### src/rtl/fir_controller_if.sv
// fir_controller_if: sample/coefficient inputs, result outputs and the 1k-counter handshake of the FIR controller.
// Latency: none; this interface only bundles wires.
// Backpressure: modwait tells the master when data_ready/coeff_ld would be dropped.
interface fir_controller_if #(
  parameter int DATA_W = 16
);
  logic              data_ready;
  logic [DATA_W-1:0] sample_data;
  logic              coeff_ld;
  logic [DATA_W-1:0] coeff_in;
  logic              new_coeff_set;
  logic              one_k_samples;
  logic              modwait;
  logic [DATA_W:0]   fir_out;
  logic              fir_valid;
  logic              cnt_up;
  logic              clear;
  logic              err;
  logic              batch_done;

  // Controller side.
  modport slave (
    input  data_ready, sample_data, coeff_ld, coeff_in, new_coeff_set, one_k_samples,
    output modwait, fir_out, fir_valid, cnt_up, clear, err, batch_done
  );

  // Sample source / coefficient loader / counter side.
  modport master (
    output data_ready, sample_data, coeff_ld, coeff_in, new_coeff_set, one_k_samples,
    input  modwait, fir_out, fir_valid, cnt_up, clear, err, batch_done
  );
endinterface

### src/rtl/fir_controller.sv
// fir_controller: coefficient store plus NUM_TAPS-tap multiply-accumulate sequencer ahead of the 1k sample counter.
// Latency: fir_out/fir_valid/cnt_up appear NUM_TAPS+2 cycles after the accepting data_ready (6 at default).
// Backpressure: modwait high while busy; data_ready/coeff_ld arriving then are dropped and set the sticky err.
module fir_controller #(
  parameter int DATA_W   = 16,
  parameter int NUM_TAPS = 4
) (
  input logic             clk,
  input logic             n_rst,
  fir_controller_if.slave bus_if
);

  localparam int IDX_W  = (NUM_TAPS > 1) ? $clog2(NUM_TAPS) : 1;
  localparam int PROD_W = 2 * DATA_W;
  localparam int ACC_W  = 2 * DATA_W + 2;
  localparam logic [IDX_W-1:0] LAST_IDX = IDX_W'(NUM_TAPS - 1);

  typedef enum logic [2:0] {
    S_IDLE  = 3'd0,
    S_COEFF = 3'd1,
    S_STORE = 3'd2,
    S_MAC   = 3'd3,
    S_DONE  = 3'd4
  } state_t;

  state_t                          state_q, state_d;
  logic [NUM_TAPS-1:0][DATA_W-1:0] coeff_q, coeff_d;
  logic [NUM_TAPS-1:0][DATA_W-1:0] taps_q, taps_d;
  logic [ACC_W-1:0]                acc_q, acc_d;
  logic [IDX_W-1:0]                cidx_q, cidx_d;
  logic [IDX_W-1:0]                kidx_q, kidx_d;
  logic [DATA_W:0]                 fir_out_q, fir_out_d;
  logic                            err_q, err_d;
  logic                            batch_q, batch_d;

  logic                            busy_c;
  logic                            done_c;
  logic                            clear_c;
  logic                            req_any;
  logic [PROD_W-1:0]               prod;
  logic [ACC_W-1:0]                acc_sum;
  logic                            acc_ovf;
  logic [DATA_W:0]                 acc_scaled;

  assign req_any = bus_if.data_ready | bus_if.coeff_ld;

  // One MAC term for the tap selected by kidx_q, plus the Q1.15 rescale/saturate of the running sum.
  always_comb begin
    prod       = PROD_W'(coeff_q[kidx_q]) * PROD_W'(taps_q[kidx_q]);
    acc_sum    = acc_q + ACC_W'(prod);
    acc_ovf    = |acc_sum[ACC_W-1:PROD_W];
    acc_scaled = acc_ovf ? {(DATA_W+1){1'b1}} : acc_sum[PROD_W-1:DATA_W-1];
  end

  // Next-state and output decode; new_coeff_set is applied last so it overrides every state.
  always_comb begin
    state_d   = state_q;
    coeff_d   = coeff_q;
    taps_d    = taps_q;
    acc_d     = acc_q;
    cidx_d    = cidx_q;
    kidx_d    = kidx_q;
    fir_out_d = fir_out_q;
    err_d     = err_q;
    batch_d   = batch_q;
    busy_c    = 1'b0;
    done_c    = 1'b0;
    clear_c   = 1'b0;

    if (bus_if.one_k_samples) begin
      batch_d = 1'b1;
    end

    case (state_q)
      S_IDLE: begin
        if (bus_if.coeff_ld) begin
          // The coefficient is written on the accepting edge, while coeff_in is still valid.
          coeff_d[cidx_q] = bus_if.coeff_in;
          cidx_d          = (cidx_q == LAST_IDX) ? '0 : cidx_q + 1'b1;
          state_d         = S_COEFF;
          if (bus_if.data_ready) begin
            err_d = 1'b1;
          end
        end else if (bus_if.data_ready) begin
          // Shift the delay line on the accepting edge so sample_data is captured in its valid cycle.
          for (int k = NUM_TAPS - 1; k > 0; k--) begin
            taps_d[k] = taps_q[k-1];
          end
          taps_d[0] = bus_if.sample_data;
          state_d   = S_STORE;
        end
      end

      S_COEFF: begin
        busy_c  = 1'b1;
        state_d = S_IDLE;
        if (req_any) begin
          err_d = 1'b1;
        end
      end

      S_STORE: begin
        busy_c  = 1'b1;
        acc_d   = '0;
        kidx_d  = '0;
        state_d = S_MAC;
        if (req_any) begin
          err_d = 1'b1;
        end
      end

      S_MAC: begin
        busy_c = 1'b1;
        acc_d  = acc_sum;
        if (req_any) begin
          err_d = 1'b1;
        end
        if (kidx_q == LAST_IDX) begin
          // Register the result on the last term so it is already visible alongside fir_valid in DONE.
          fir_out_d = acc_scaled;
          if (acc_ovf) begin
            err_d = 1'b1;
          end
          state_d = S_DONE;
        end else begin
          kidx_d = kidx_q + 1'b1;
        end
      end

      S_DONE: begin
        done_c  = 1'b1;
        state_d = S_IDLE;
        // DONE always returns to IDLE, so a request landing here is lost just like one during busy.
        if (req_any) begin
          err_d = 1'b1;
        end
      end

      default: begin
        state_d = S_IDLE;
      end
    endcase

    if (bus_if.new_coeff_set) begin
      state_d   = S_IDLE;
      coeff_d   = coeff_q;
      taps_d    = '0;
      acc_d     = '0;
      cidx_d    = '0;
      kidx_d    = '0;
      fir_out_d = fir_out_q;
      err_d     = 1'b0;
      batch_d   = 1'b0;
      clear_c   = 1'b1;
    end
  end

  // State and datapath registers with synchronous active-high reset.
  always_ff @(posedge clk) begin
    if (n_rst) begin
      state_q   <= S_IDLE;
      coeff_q   <= '0;
      taps_q    <= '0;
      acc_q     <= '0;
      cidx_q    <= '0;
      kidx_q    <= '0;
      fir_out_q <= '0;
      err_q     <= 1'b0;
      batch_q   <= 1'b0;
    end else begin
      state_q   <= state_d;
      coeff_q   <= coeff_d;
      taps_q    <= taps_d;
      acc_q     <= acc_d;
      cidx_q    <= cidx_d;
      kidx_q    <= kidx_d;
      fir_out_q <= fir_out_d;
      err_q     <= err_d;
      batch_q   <= batch_d;
    end
  end

  // Decoded strobes are masked while reset is held so every output reads 0 during reset.
  assign bus_if.modwait    = busy_c  & ~n_rst;
  assign bus_if.fir_valid  = done_c  & ~n_rst;
  assign bus_if.cnt_up     = done_c  & ~n_rst;
  assign bus_if.clear      = clear_c & ~n_rst;
  assign bus_if.fir_out    = fir_out_q;
  assign bus_if.err        = err_q;
  assign bus_if.batch_done = batch_q;

endmodule

### src/flat_wrapper.sv
// flat-port wrapper written by rule: the top's interface ports become plain ports
module fir_controller_flat 
#(
  parameter int DATA_W   = 16,
  parameter int NUM_TAPS = 4
)
  (clk, n_rst, bus_if_data_ready, bus_if_sample_data, bus_if_coeff_ld, bus_if_coeff_in, bus_if_new_coeff_set, bus_if_one_k_samples, bus_if_modwait, bus_if_fir_out, bus_if_fir_valid, bus_if_cnt_up, bus_if_clear, bus_if_err, bus_if_batch_done);
  fir_controller_if #(.DATA_W(DATA_W)) bus_if_i ();
  input logic clk;
  input logic n_rst;
  input wire logic [$bits(bus_if_i.data_ready)-1:0] bus_if_data_ready;
  input wire logic [$bits(bus_if_i.sample_data)-1:0] bus_if_sample_data;
  input wire logic [$bits(bus_if_i.coeff_ld)-1:0] bus_if_coeff_ld;
  input wire logic [$bits(bus_if_i.coeff_in)-1:0] bus_if_coeff_in;
  input wire logic [$bits(bus_if_i.new_coeff_set)-1:0] bus_if_new_coeff_set;
  input wire logic [$bits(bus_if_i.one_k_samples)-1:0] bus_if_one_k_samples;
  output wire logic [$bits(bus_if_i.modwait)-1:0] bus_if_modwait;
  output wire logic [$bits(bus_if_i.fir_out)-1:0] bus_if_fir_out;
  output wire logic [$bits(bus_if_i.fir_valid)-1:0] bus_if_fir_valid;
  output wire logic [$bits(bus_if_i.cnt_up)-1:0] bus_if_cnt_up;
  output wire logic [$bits(bus_if_i.clear)-1:0] bus_if_clear;
  output wire logic [$bits(bus_if_i.err)-1:0] bus_if_err;
  output wire logic [$bits(bus_if_i.batch_done)-1:0] bus_if_batch_done;
  assign bus_if_i.data_ready = bus_if_data_ready;
  assign bus_if_i.sample_data = bus_if_sample_data;
  assign bus_if_i.coeff_ld = bus_if_coeff_ld;
  assign bus_if_i.coeff_in = bus_if_coeff_in;
  assign bus_if_i.new_coeff_set = bus_if_new_coeff_set;
  assign bus_if_i.one_k_samples = bus_if_one_k_samples;
  assign bus_if_modwait = bus_if_i.modwait;
  assign bus_if_fir_out = bus_if_i.fir_out;
  assign bus_if_fir_valid = bus_if_i.fir_valid;
  assign bus_if_cnt_up = bus_if_i.cnt_up;
  assign bus_if_clear = bus_if_i.clear;
  assign bus_if_err = bus_if_i.err;
  assign bus_if_batch_done = bus_if_i.batch_done;
  fir_controller #(.DATA_W(DATA_W), .NUM_TAPS(NUM_TAPS)) u_core (.clk(clk), .n_rst(n_rst), .bus_if(bus_if_i));
endmodule
### config.mk
export PLATFORM = sky130hd
export DESIGN_NAME = fir_controller_flat
export DESIGN_NICKNAME = d
export VERILOG_FILES = /design/src/rtl/fir_controller_if.sv /design/src/rtl/fir_controller.sv /design/src/flat_wrapper.sv
export SDC_FILE = /design/constraint.sdc
export NUM_CORES = 1
export LEC_CHECK = 0
export ABC_AREA = 1
export ABC_CLOCK_PERIOD_IN_PS = 16700
export CAP_MARGIN = 20
export CORE_MARGIN = 1.5
export CORE_UTILIZATION = 60
export DETAILED_ROUTE_END_ITERATION = 10
export PLACE_DENSITY = 0.76
export SYNTH_ARGS = -nofsm -noshare
export SYNTH_HDL_FRONTEND = slang
export SYNTH_SLANG_ARGS = --single-unit
### constraint.sdc
create_clock -name clk -period 16.7 [get_ports clk]
set_clock_uncertainty 0.1 [all_clocks]
set_input_delay 2.505 -clock clk [delete_from_list [all_inputs] [get_ports clk]]
set_output_delay 2.505 -clock clk [all_outputs]
set_load 0.01 [all_outputs]
* Word level (Yosys, flattened, before mapping)
Cells that the tools add are included.
** Storage, ports and cells
- Register bits after elaboration :: 188
- Input bits :: 38
- Output and inout port bits :: 23
- Logic and storage cells :: 80
** Cells by class
- $add $sub $neg :: 3
- Multiply operators :: 1
- Magnitude comparators :: 3
- Equal/unequal tests :: 11
- Multiplexer cells :: 25
- Bitwise logic cells :: 7
- Reductions and logical operators :: 15
** Operators with widths (number)
- one-hot mux 34 bit (2 select lines) :: 1
- binary-select mux 16 bit (select 2 bit) :: 2
- bitwise mux 64 bit :: 1
- two-way mux 16 bit :: 3
- adder 34 x 32 -> 34 bit :: 1
- demux 16 bit (select 2 bit) :: 1
- multiplier 16 x 16 -> 32 bit :: 1
- two-way mux 17 bit :: 1
- AND reduction 3 bit :: 4
- two-way mux 3 bit :: 3
- one-hot mux 3 bit (3 select lines) :: 1
- two-way mux 1 bit :: 8
- == test 3 x 2 -> 1 bit (second input constant) :: 2
- < comparator 2 x 3 -> 1 bit (second input constant) :: 2
- inequality test 2 bit (second input constant) :: 3
- AND reduction 2 bit :: 3
- OR reduction 3 bit :: 2
- adder 2 x 1 -> 2 bit (second input constant) :: 2
- == test 2 bit (second input constant) :: 2
- two-way mux 2 bit :: 2
- one-hot mux 2 bit (2 select lines) :: 1
- OR reduction 2 bit :: 2
- AND 1 bit :: 3
- == test 3 x 1 -> 1 bit (second input constant) :: 1
- other kinds (11) :: 13

* Logic depth before layout (Yosys ltp)
Gate-level depths: netlist of the first run.
- Depth after elaboration :: 8
- Mapped depth :: 34
- Mapped depth without buffers :: 32

* Least setup slack after synthesis of the first run
OpenSTA, ideal clock, no wires.
- Path type :: reg2reg
- Start :: reg u_core.kidx_q[1]
- End :: reg u_core.fir_out_q[0] (netlist: u_core.bus_if.fir_out[0])
- Setup time :: 0.113 ns
- Data arrival time :: 5.923 ns
- Required time :: 16.487 ns
- Setup slack :: 10.564 ns
- Cell stages (with the launch flop) :: 33
- Buffers on the path :: 3
- Clock period less this slack :: 6.136 ns
- Path through :: dfxtp_1 > inv_1 > buf_2 > buf_2 > a21oi_1 > a32oi_1 > buf_2 > nand2_1 > fa_1 > inv_1 > fa_1 > inv_1 > fa_1 > inv_1 > fa_1 > inv_1 > fa_1 > inv_1 > fa_1 > ha_1 > nand2_1 > nor2_2 > inv_1 > nor2_2 > nand2_1 > nand2_2 > nand2_1 > nand2_1 > nand2_1 > nand2_1 > nand2_2 > o21ai_1 > inv_1
** On the way
- Cells in the longest elaborated chain, start to end :: 6
- Elaborated cells on any way between the ends :: 10
- Classes of those cells :: 1 x add/sub; 1 x mul; 1 x eq/ne; 5 x mux; 2 x reduce/logical
** Ends and longest elaborated chain
- start, declared :: line fir_controller.sv:31 : logic [IDX_W-1:0] kidx_q, kidx_d;
- start signal, assigned :: line fir_controller.sv:176 : kidx_q <= kidx_d;
- binary-select mux 16 bit (select 2 bit) :: line fir_controller.sv:49 : prod = PROD_W'(coeff_q[kidx_q]) * PROD_W'(taps_q[kidx_q]);
- two-way mux 16 bit (not written as such) :: line fir_controller.sv:49
- multiplier 16 x 16 -> 32 bit :: line fir_controller.sv:49
- adder 34 x 32 -> 34 bit :: line fir_controller.sv:50 : acc_sum = acc_q + ACC_W'(prod);
- OR reduction 2 bit :: line fir_controller.sv:51 : acc_ovf = |acc_sum[ACC_W-1:PROD_W];
- two-way mux 17 bit :: line fir_controller.sv:52 : acc_scaled = acc_ovf ? {(DATA_W+1){1'b1}} : acc_sum[PROD_W-1:DATA_W-1];
- end signal, assigned :: line fir_controller.sv:177 : fir_out_q <= fir_out_d;
- end, declared :: line fir_controller.sv:32 : logic [DATA_W:0] fir_out_q, fir_out_d;
Several ways; a longest one is shown, not always the timed one. The select of a mux whose other input is x is not followed.
A chain may end at the register's enable or synchronous reset.

* Final worst setup path of the first run
Same ends and word-level chain as after synthesis.

==> summary.md, run 1 <==
| Metric | Value |
|---|---|
| Cells after Synth | 2414 |
| Die Y | 175.3 microns |
| #FFs+latches synth | 188 |
| HPWL Detailed | 37310 microns |
| Comb power frac | 0.215 |
| Largest family of logic cells by synthesized area | adder cells |
| Total CTS buffers | 17 |
| Switching Fraction | 0.3430 |
| Placer Congestion | 0.9908 |
| FMAX | 129.8 MHz |
| Worst R2R End | u_core.bus_if.fir_out[0] |
| Area grow syn2layout | 8.433% |
| DR vias | 15.69k |
| Final wirelength | 48660 microns |
| Core Util, Final | 0.6678 |
| Leakage power | 8.936 nW |
| Setup TNS | 0 ps |
| Period minus WS final | 7705 ps |
| Synth top area cells | fa_1 (25%), dfxtp_1 (21%), nand2_1 (10%) |
| Post-Synth Simple-Gate Area | 0.2169 |
| Critical Path RT | 16970 ps |
| Congestion Overflow GR | 0 |
| Setup CP Type | reg2reg |
| IO buf count | 60 |
| Slew headroom | 0.3077 |
| Vias per Instance | 5.553 |
| Clock share of power | 0.373 |
| Pint | 0.7401 mW |
| Post-CTS setup buffer count | 0 |
| CTS root buffer | clkbuf_16 |
| Status | complete, no violations |
| Sequential share of power | 0.412 |
| Clock-pin slew on the worst setup and hold paths | 90 ps |
| Synth cell types | 39 |
| Sw Pwr | 0.3864 mW |
| Pwr/cell area | 58.30 nW/um^2 |
| Antenna violations before repair | 0 |
| Largest net degree at the start of global routing | 82 |
| VDD IR max | 0.06945 mV |
| R2R depth | 27 |
| Mean Syn Cell Area | 7.382 sq um |
| CTS tree | built |
| Reg2reg start | u_core.kidx_q[1] |
| Fraction of layout cells with a size suffix above 1 | 0.04303 |
| Core area | 28940 sq um |
| Post-CTS sizing | 0 |
| Post-synthesis mux area share | 0 |
| DR DRC count | 0 |
| Adder-cell share of the synthesized area | 0.3325 |
| Io pins | 61 |
| Rows | 62 |
| Hold path startpoint | u_core.coeff_q[6] |
| FF-to-FF setup slack | 9000 ps |
| Worst Hold Path Cells | 2 |
| Fill cells | 2514 |
| Area of the multi-input gates | 11780 sq um |
| Yosys warns | 0 |
| Initial Util | 0.6158 |
| Max clock buf depth | 2 |
| Worst-Margin Slew | 1037 ps |
| WHS Endpoint | u_core.coeff_q[6] |
| Final setup viols | 0 |
| Worst-Skew Late Latency | 470 ps |
| Tcrit/Tclk final | 0.4614 |
| Hold_buf cts | 0 |
| WP data arrival | 7970 ps |
| Register Area | 3765 sq um |
| Vias in the first global route | 15.79k |
| Clock sink total | 188 |
| Die area | 30740 sq um |
| CTS H-tree depth | 4 |
| RSZ-0062 raised after global routing | no |
| Asr flop ratio synth | 0 |
| Syn Std Cell Area | 17820 sq um |
| Cell taking the most area after synthesis | fa_1 |
| Avg WL per Cell | 17.22 microns |
| Worst-path maximum fanout | 52 |
| Pins over their slew limit | 0 |
| Complex-gate fraction of the synthesized area | 0.1069 |
| First-pass GRT wire length | 79780 microns |
| EDFF count, synth | 0 |
| Top cell type's share of synthesized area | 0.2539 |
| Layout net count | 2803 |
| Max cap viols | 0 |
| Top FF cell, synth | dfxtp_1 |
| DRT Pass-1 Iters | 5 |
| Worst setup EP type | flop |
| Hold Crit Class | reg2reg |
| Tot GR Track Use | 0.3342 |
| Post-synthesis sequential area ratio | 0.2112 |
| Post-synth net total | 2790 |
| Fin. Hold Viols | 0 |
| Xor/xnor share of the synthesized area | 0.003932 |
| Die Wd | 175.3 microns |
| Startpoint Class | flop |
| Initial DRC Count | 1493 |
| DRT antenna net count | 0 |
-- state kept, by name, indices dropped and copies added, names as in the netlist --
| signal | count |
|---|---|
| u_core.coeff_q | 64 |
| u_core.taps_q | 64 |
| u_core.acc_q | 34 |
| u_core.bus_if.fir_out | 17 |
| u_core.state_q | 3 |
| u_core.cidx_q | 2 |
| u_core.kidx_q | 2 |
| u_core.bus_if.batch_done | 1 |
| u_core.bus_if.err | 1 |
-- cells in the final DEF (no fill, tap or decap), types with 2 or more instances in the layout --
| cell | count |
|---|---|
| inv_1 | 472 |
| o21ai_1 | 8 |
| nand3_1 | 83 |
| nand2_2 | 7 |
| inv_8 | 3 |
| clkbuf_16 | 17 |
| clkdlybuf4s50_1 | 59 |
| inv_6 | 4 |
| nand2_1 | 489 |
| or2_2 | 2 |
| a32oi_1 | 22 |
| nor2_2 | 4 |
| clkinv_4 | 4 |
| nor3_1 | 12 |
| clkinv_1 | 3 |
| buf_12 | 2 |
| xor2_1 | 7 |
| o21ai_0 | 104 |
| buf_4 | 29 |
| nand4_1 | 5 |
| a32oi_2 | 10 |
| clkinv_8 | 3 |
| o21bai_1 | 12 |
| or2_1 | 2 |
| a211oi_1 | 2 |
| dfxtp_1 | 187 |
| nor2_4 | 3 |
| nor4_1 | 2 |
| nand3b_1 | 4 |
| fa_1 | 226 |
| and2_1 | 6 |
| ha_1 | 112 |
| nor2_1 | 342 |
| inv_2 | 9 |
| a21oi_1 | 172 |
-- power groups by stage --
stage          clock network, mW  registers [mW]  logic (mW)
5_1_grt                    0.443           0.465       0.268
3_5_place_dp                   0           0.474       0.235
2_1_floorplan                  0           0.472       0.157
4_1_cts                    0.427           0.464       0.237
6_report                   0.420           0.464       0.242
3_3_place_gp                   0           0.474       0.230
-- layout make-up --
cell class,count,area share
multi-input cells,1643,0.6095
flip-flops and latches,188,0.1948
inverters,485,0.09448
repair buffers,92,0.04559
well taps,384,0.02487
clock buffers,18,0.02273
clock inverters,14,0.007835
diodes,1,0.0001295
-- layer usage --
| metal | GRT usage | vias up | routed length [microns] |
|---|---|---|---|
| met1 | 0.4334 | 7544 | 19840 |
| li1 | - | 7377 | - |
| met4 | 0.1339 | 0 | 1648 |
| met5 | 0 | - | 0 |
| met2 | 0.5546 | 649 | 22950 |
| met3 | 0.06104 | 118 | 4217 |
-- metrics by stage --
stage | worst slack (ps) | hold WS, ps | area (sq um) | total power [mW] | instances
after floorplan | 10560 | 330.1 | 17820 | 0.6291 | 2414
after global placement | 9411 | 340.6 | 18660 | 0.7040 | 2789
after detailed placement | 9295 | 346.2 | 18690 | 0.7091 | 2790
after CTS | 9197 | 357.4 | 19280 | 1.128 | 2822
after global routing | 8704 | 378.2 | 19320 | 1.176 | 2824
final | 8995 | 355.5 | 19320 | 1.127 | 2825
-- worst max path at each step --
stage / slack [ps] / startpoint / endpoint
5_1_grt: 8700 / u_core.kidx_q[1] / u_core.bus_if.fir_out[4]
2_1_floorplan: 10560 / u_core.kidx_q[1] / u_core.bus_if.fir_out[0]
3_3_place_gp: 9410 / u_core.kidx_q[1] / u_core.bus_if.fir_out[1]
6_report: 9000 / u_core.kidx_q[1] / u_core.bus_if.fir_out[0]
4_1_cts: 9200 / u_core.kidx_q[1] / u_core.bus_if.fir_out[4]
3_5_place_dp: 9300 / u_core.kidx_q[1] / u_core.bus_if.fir_out[4]
-- synth_stat cells, types with 3 or more instances --
| master | n |
|---|---|
| inv_1 | 473 |
| nor3_1 | 12 |
| buf_6 | 3 |
| clkbuf_1 | 46 |
| buf_4 | 6 |
| nor2_2 | 4 |
| a32oi_1 | 22 |
| nor2_1 | 343 |
| nand2_2 | 7 |
| nand4_1 | 5 |
| nand3b_1 | 4 |
| inv_2 | 8 |
| o21ai_1 | 8 |
| xor2_1 | 7 |
| dfxtp_1 | 188 |
| o21bai_1 | 12 |
| a32oi_2 | 10 |
| and2_1 | 6 |
| buf_2 | 42 |
| nand3_1 | 84 |
| o21ai_0 | 104 |
| nand2_1 | 489 |
| a21oi_1 | 172 |
| ha_1 | 112 |
| clkinv_1 | 3 |
| fa_1 | 226 |
-- critical path, stage by stage, from the launching register on --
cell     delay [ps]
dfxtp_1         330
inv_2           200
buf_4           550
a21oi_1          90
a32oi_1         530
inv_1           460
nor2_1          280
fa_1            430
inv_1            90
fa_1            440
fa_1            520
inv_1            50
fa_1            520
fa_1            510
inv_1            60
fa_1            490
inv_1            50
ha_1            360
a21oi_1         270
nand2_1         160
a21oi_1         170
nand2_2         130
nand2_1         110
nand3_1          90
nand2_1         150
nand2_2         160
o21ai_1         180
inv_1            50
-- kinds of logic after synthesis --
kind of cell | after synthesis
AND/OR/NAND/NOR | 964
buffers and inverters | 583
adder cells (fa/ha/maj) | 338
AO/OA/AOI/OAI | 333
flip-flops | 188
XOR/XNOR | 8
No activity file was read; power rests on OpenSTA's default activity.
==> inputs of run 2 (changes only) <==
--- a/config.mk
+++ b/config.mk
@@ -6,7 +6,7 @@
 export NUM_CORES = 1
 export LEC_CHECK = 0
 export ABC_AREA = 1
-export ABC_CLOCK_PERIOD_IN_PS = 16700
+export ABC_CLOCK_PERIOD_IN_PS = 7600
 export CAP_MARGIN = 20
 export CORE_MARGIN = 1.5
 export CORE_UTILIZATION = 60
==> constraint.sdc (replaced) <==
create_clock -name clk -period 7.6 [get_ports clk]
set_clock_uncertainty 0.1 [all_clocks]
set_input_delay 1.14 -clock clk [delete_from_list [all_inputs] [get_ports clk]]
set_output_delay 1.14 -clock clk [all_outputs]
set_load 0.01 [all_outputs]
==> run 2 against run 1 <==
Combinational power is 120% higher. Setup slack lost 8500 ps. Critical path depth grew 3. Register-to-register slack got worse by 8500 ps. Power is 120% higher. Design area is 0.52% higher. Sequential power increased by 120%. Sequential share of layout area down 0.10 points. Via count down 1.1%. Highest routed layer unchanged.
==> summary.md, run 2 (synthesized netlist as in run 1, its figures left out) <==
| Metric | Value |
|---|---|
| Die area | 30740 sq um (unchanged) |
| Period minus WS final | 7147 ps (-557.7 ps) |
| Comb power frac | 0.220 (+0.005) |
| FMAX | 139.9 MHz (+7.8%) |
| Avg WL per Cell | 17.19 microns (-0.21%) |
| Worst setup EP type | flop |
| Core Util, Final | 0.6713 (+0.003502) |
| Commonest non-fill, non-tap cells in the layout | nand2_1 (489), inv_1 (470), nor2_1 (342) |
| CTS tree | built |
| Most frequent CP cell | nand2_1 |
| Clock share of power | 0.366 (-0.007) |
| Io pins | 61 (unchanged) |
| VDD IR max | 0.1570 mV (+130%) |
| Hold_ws | 353.4 ps (-2.074 ps) |
| Core area | 28940 sq um (unchanged) |
| Register Area | 3765 sq um (unchanged) |
| IO buf count | 60 (unchanged) |
| Hold Crit Class | reg2reg |
| First-pass GRT wire length | 80560 microns (+0.99%) |
| WP data arrival | 7450 ps (-520 ps) |
| HPWL Detailed | 37230 microns (-0.22%) |
| Clock-pin slew on the worst setup and hold paths | 80 ps (about the same) |
| Initial DRC Count | 1279 (-14%) |
| Placer Congestion | 0.9643 (-2.7%) |
| Setup WS post-layout | 453.0 ps (-8542 ps) |
| Vias per Instance | 5.471 (-1.5%) |
| Status | complete, no violations |
| Area of the multi-input gates | 11790 sq um (about the same) |
| Vias in the first global route | 15.58k (-1.3%) |
| Tot GR Track Use | 0.3377 (+0.003573) |
| Sw Pwr | 0.8402 mW (+120%) |
| Max cap viols | 0 (unchanged) |
| Pwr/cell area | 126.6 nW/um^2 (+120%) |
| Max clock buf depth | 2 (unchanged) |
| Post-CTS setup buffer count | 0 (unchanged) |
| Worst-Skew Late Latency | 470 ps (about the same) |
| Pint | 1.618 mW (+120%) |
| Initial Util | 0.6158 (unchanged) |
| Switching Fraction | 0.3418 (-0.001189) |
| Final wirelength | 48750 microns (+0.18%) |
| Pre-CTS setup slack | 451.4 ps (-8844 ps) |
| Post-CTS sizing | 0 (unchanged) |
| Total CTS buffers | 17 (unchanged) |
| CTS H-tree depth | 4 (unchanged) |
| Setup TNS | 0 ps (unchanged) |
| CTS root buffer | clkbuf_16 |
| DRT antenna net count | 0 (unchanged) |
| Rows | 62 (unchanged) |
| Antenna Cells | 0 (-1) |
| Final setup viols | 0 (unchanged) |
| Commonest non-fill, non-tap cell in the layout | nand2_1 |
| CP max-delay cell | fa_1 |
| DR vias | 15.52k (-1.1%) |
| Worst-path maximum fanout | 40 (-23%) |
| Startpoint Class | flop |
| Pins over their slew limit | 0 (unchanged) |
| DRT Pass-1 Iters | 5 (unchanged) |
| Slew headroom | 0.2464 (-0.06132) |
| Largest net degree at the start of global routing | 82 (unchanged) |
| Critical Path RT | 7910 ps (-9060 ps) |
| Worst-Margin Slew | 1129 ps (+91.88 ps) |
| Largest stage delay, worst path | 580 ps (+30 ps) |
| Hold_buf cts | 0 (unchanged) |
| DR DRC count | 0 (unchanged) |
| Fill cells | 2604 (+3.6%) |
| Leakage power | 8.994 nW (+0.66%) |
| Fraction of layout cells with a size suffix above 1 | 0.04812 (+0.005091) |
| RSZ-0062 raised after global routing | no |
| Biggest regs | u_core.coeff_q: 64 flops, u_core.taps_q: 64 flops, u_core.acc_q: 34 flops |
| Antenna violations before repair | 0 (unchanged) |
| Setup CP Type | reg2reg |
| Congestion Overflow GR | 0 (unchanged) |
| Area grow syn2layout | 9.001% |
| Layout net count | 2815 (+0.43%) |
| Clock sink total | 188 (unchanged) |
| Die Y | 175.3 microns (unchanged) |
| Tcrit/Tclk final | 0.9404 (+0.4790) |
| Sequential share of power | 0.414 (+0.002) |
| Die Wd | 175.3 microns (unchanged) |
| Fin. Hold Viols | 0 (unchanged) |
run 2: cell count changes in the layout (fill, tap and decap cells not counted), sizes merged:
cell	change
inv	-1
buf	+12
clkinvlp	+1
diode	-1
run 2: cell type report:
| type | count | share of cell area |
|---|---|---|
| sequential | 188 | 0.1938 |
| multi-input combinational | 1643 | 0.6069 |
| clock buffer | 18 | 0.02209 |
| timing repair buffer | 104 | 0.05166 |
| tap | 384 | 0.02474 |
| clock inverter | 14 | 0.006764 |
| inverter | 485 | 0.09398 |
run 2: worst paths after layout:
path	start	endpoint	slack, ps	cells after the start
worst max-delay path	u_core.kidx_q[0]	u_core.bus_if.err	450	30
worst max register to register	u_core.kidx_q[0]	u_core.bus_if.err	450	30
worst min-delay path	u_core.coeff_q[3]	u_core.coeff_q[3]	350	2
worst min register to register	u_core.coeff_q[3]	u_core.coeff_q[3]	350	2
run 2: per-layer routing:
metal,vias to the layer above,track usage,share of wire
li1,7395,-,-
met1,7508,0.4507,0.42
met2,532,0.5521,0.47
met3,81,0.05952,0.075
met4,0,0.1243,0.030
met5,-,0,0
run 2: metrics by stage:
stage | instance area [sq um] | power (mW) | std cells
final | 19420 | 2.458 | 2836
after floorplan | 17820 | 1.382 | 2414
after CTS | 19360 | 2.461 | 2834
after global routing | 19420 | 2.574 | 2836
after global placement | 18800 | 1.559 | 2802
after detailed placement | 18800 | 1.569 | 2802
run 2: power by group through the flow:
stage | logic [mW] | registers [mW] | clock network, mW
after global placement | 0.519 | 1.04 | 0
after global routing | 0.603 | 1.02 | 0.951
final | 0.541 | 1.02 | 0.899
after detailed placement | 0.528 | 1.04 | 0
after floorplan | 0.345 | 1.04 | 0
after CTS | 0.531 | 1.02 | 0.913
run 2: worst max-delay path, delay by kind of cell, from the launching register on:
family	cells	cell delay, ps
fa+ha+maj	7	3280
simple gates	12	1470
buf+inv	8	1140
compound gates	3	740
flops	1	340
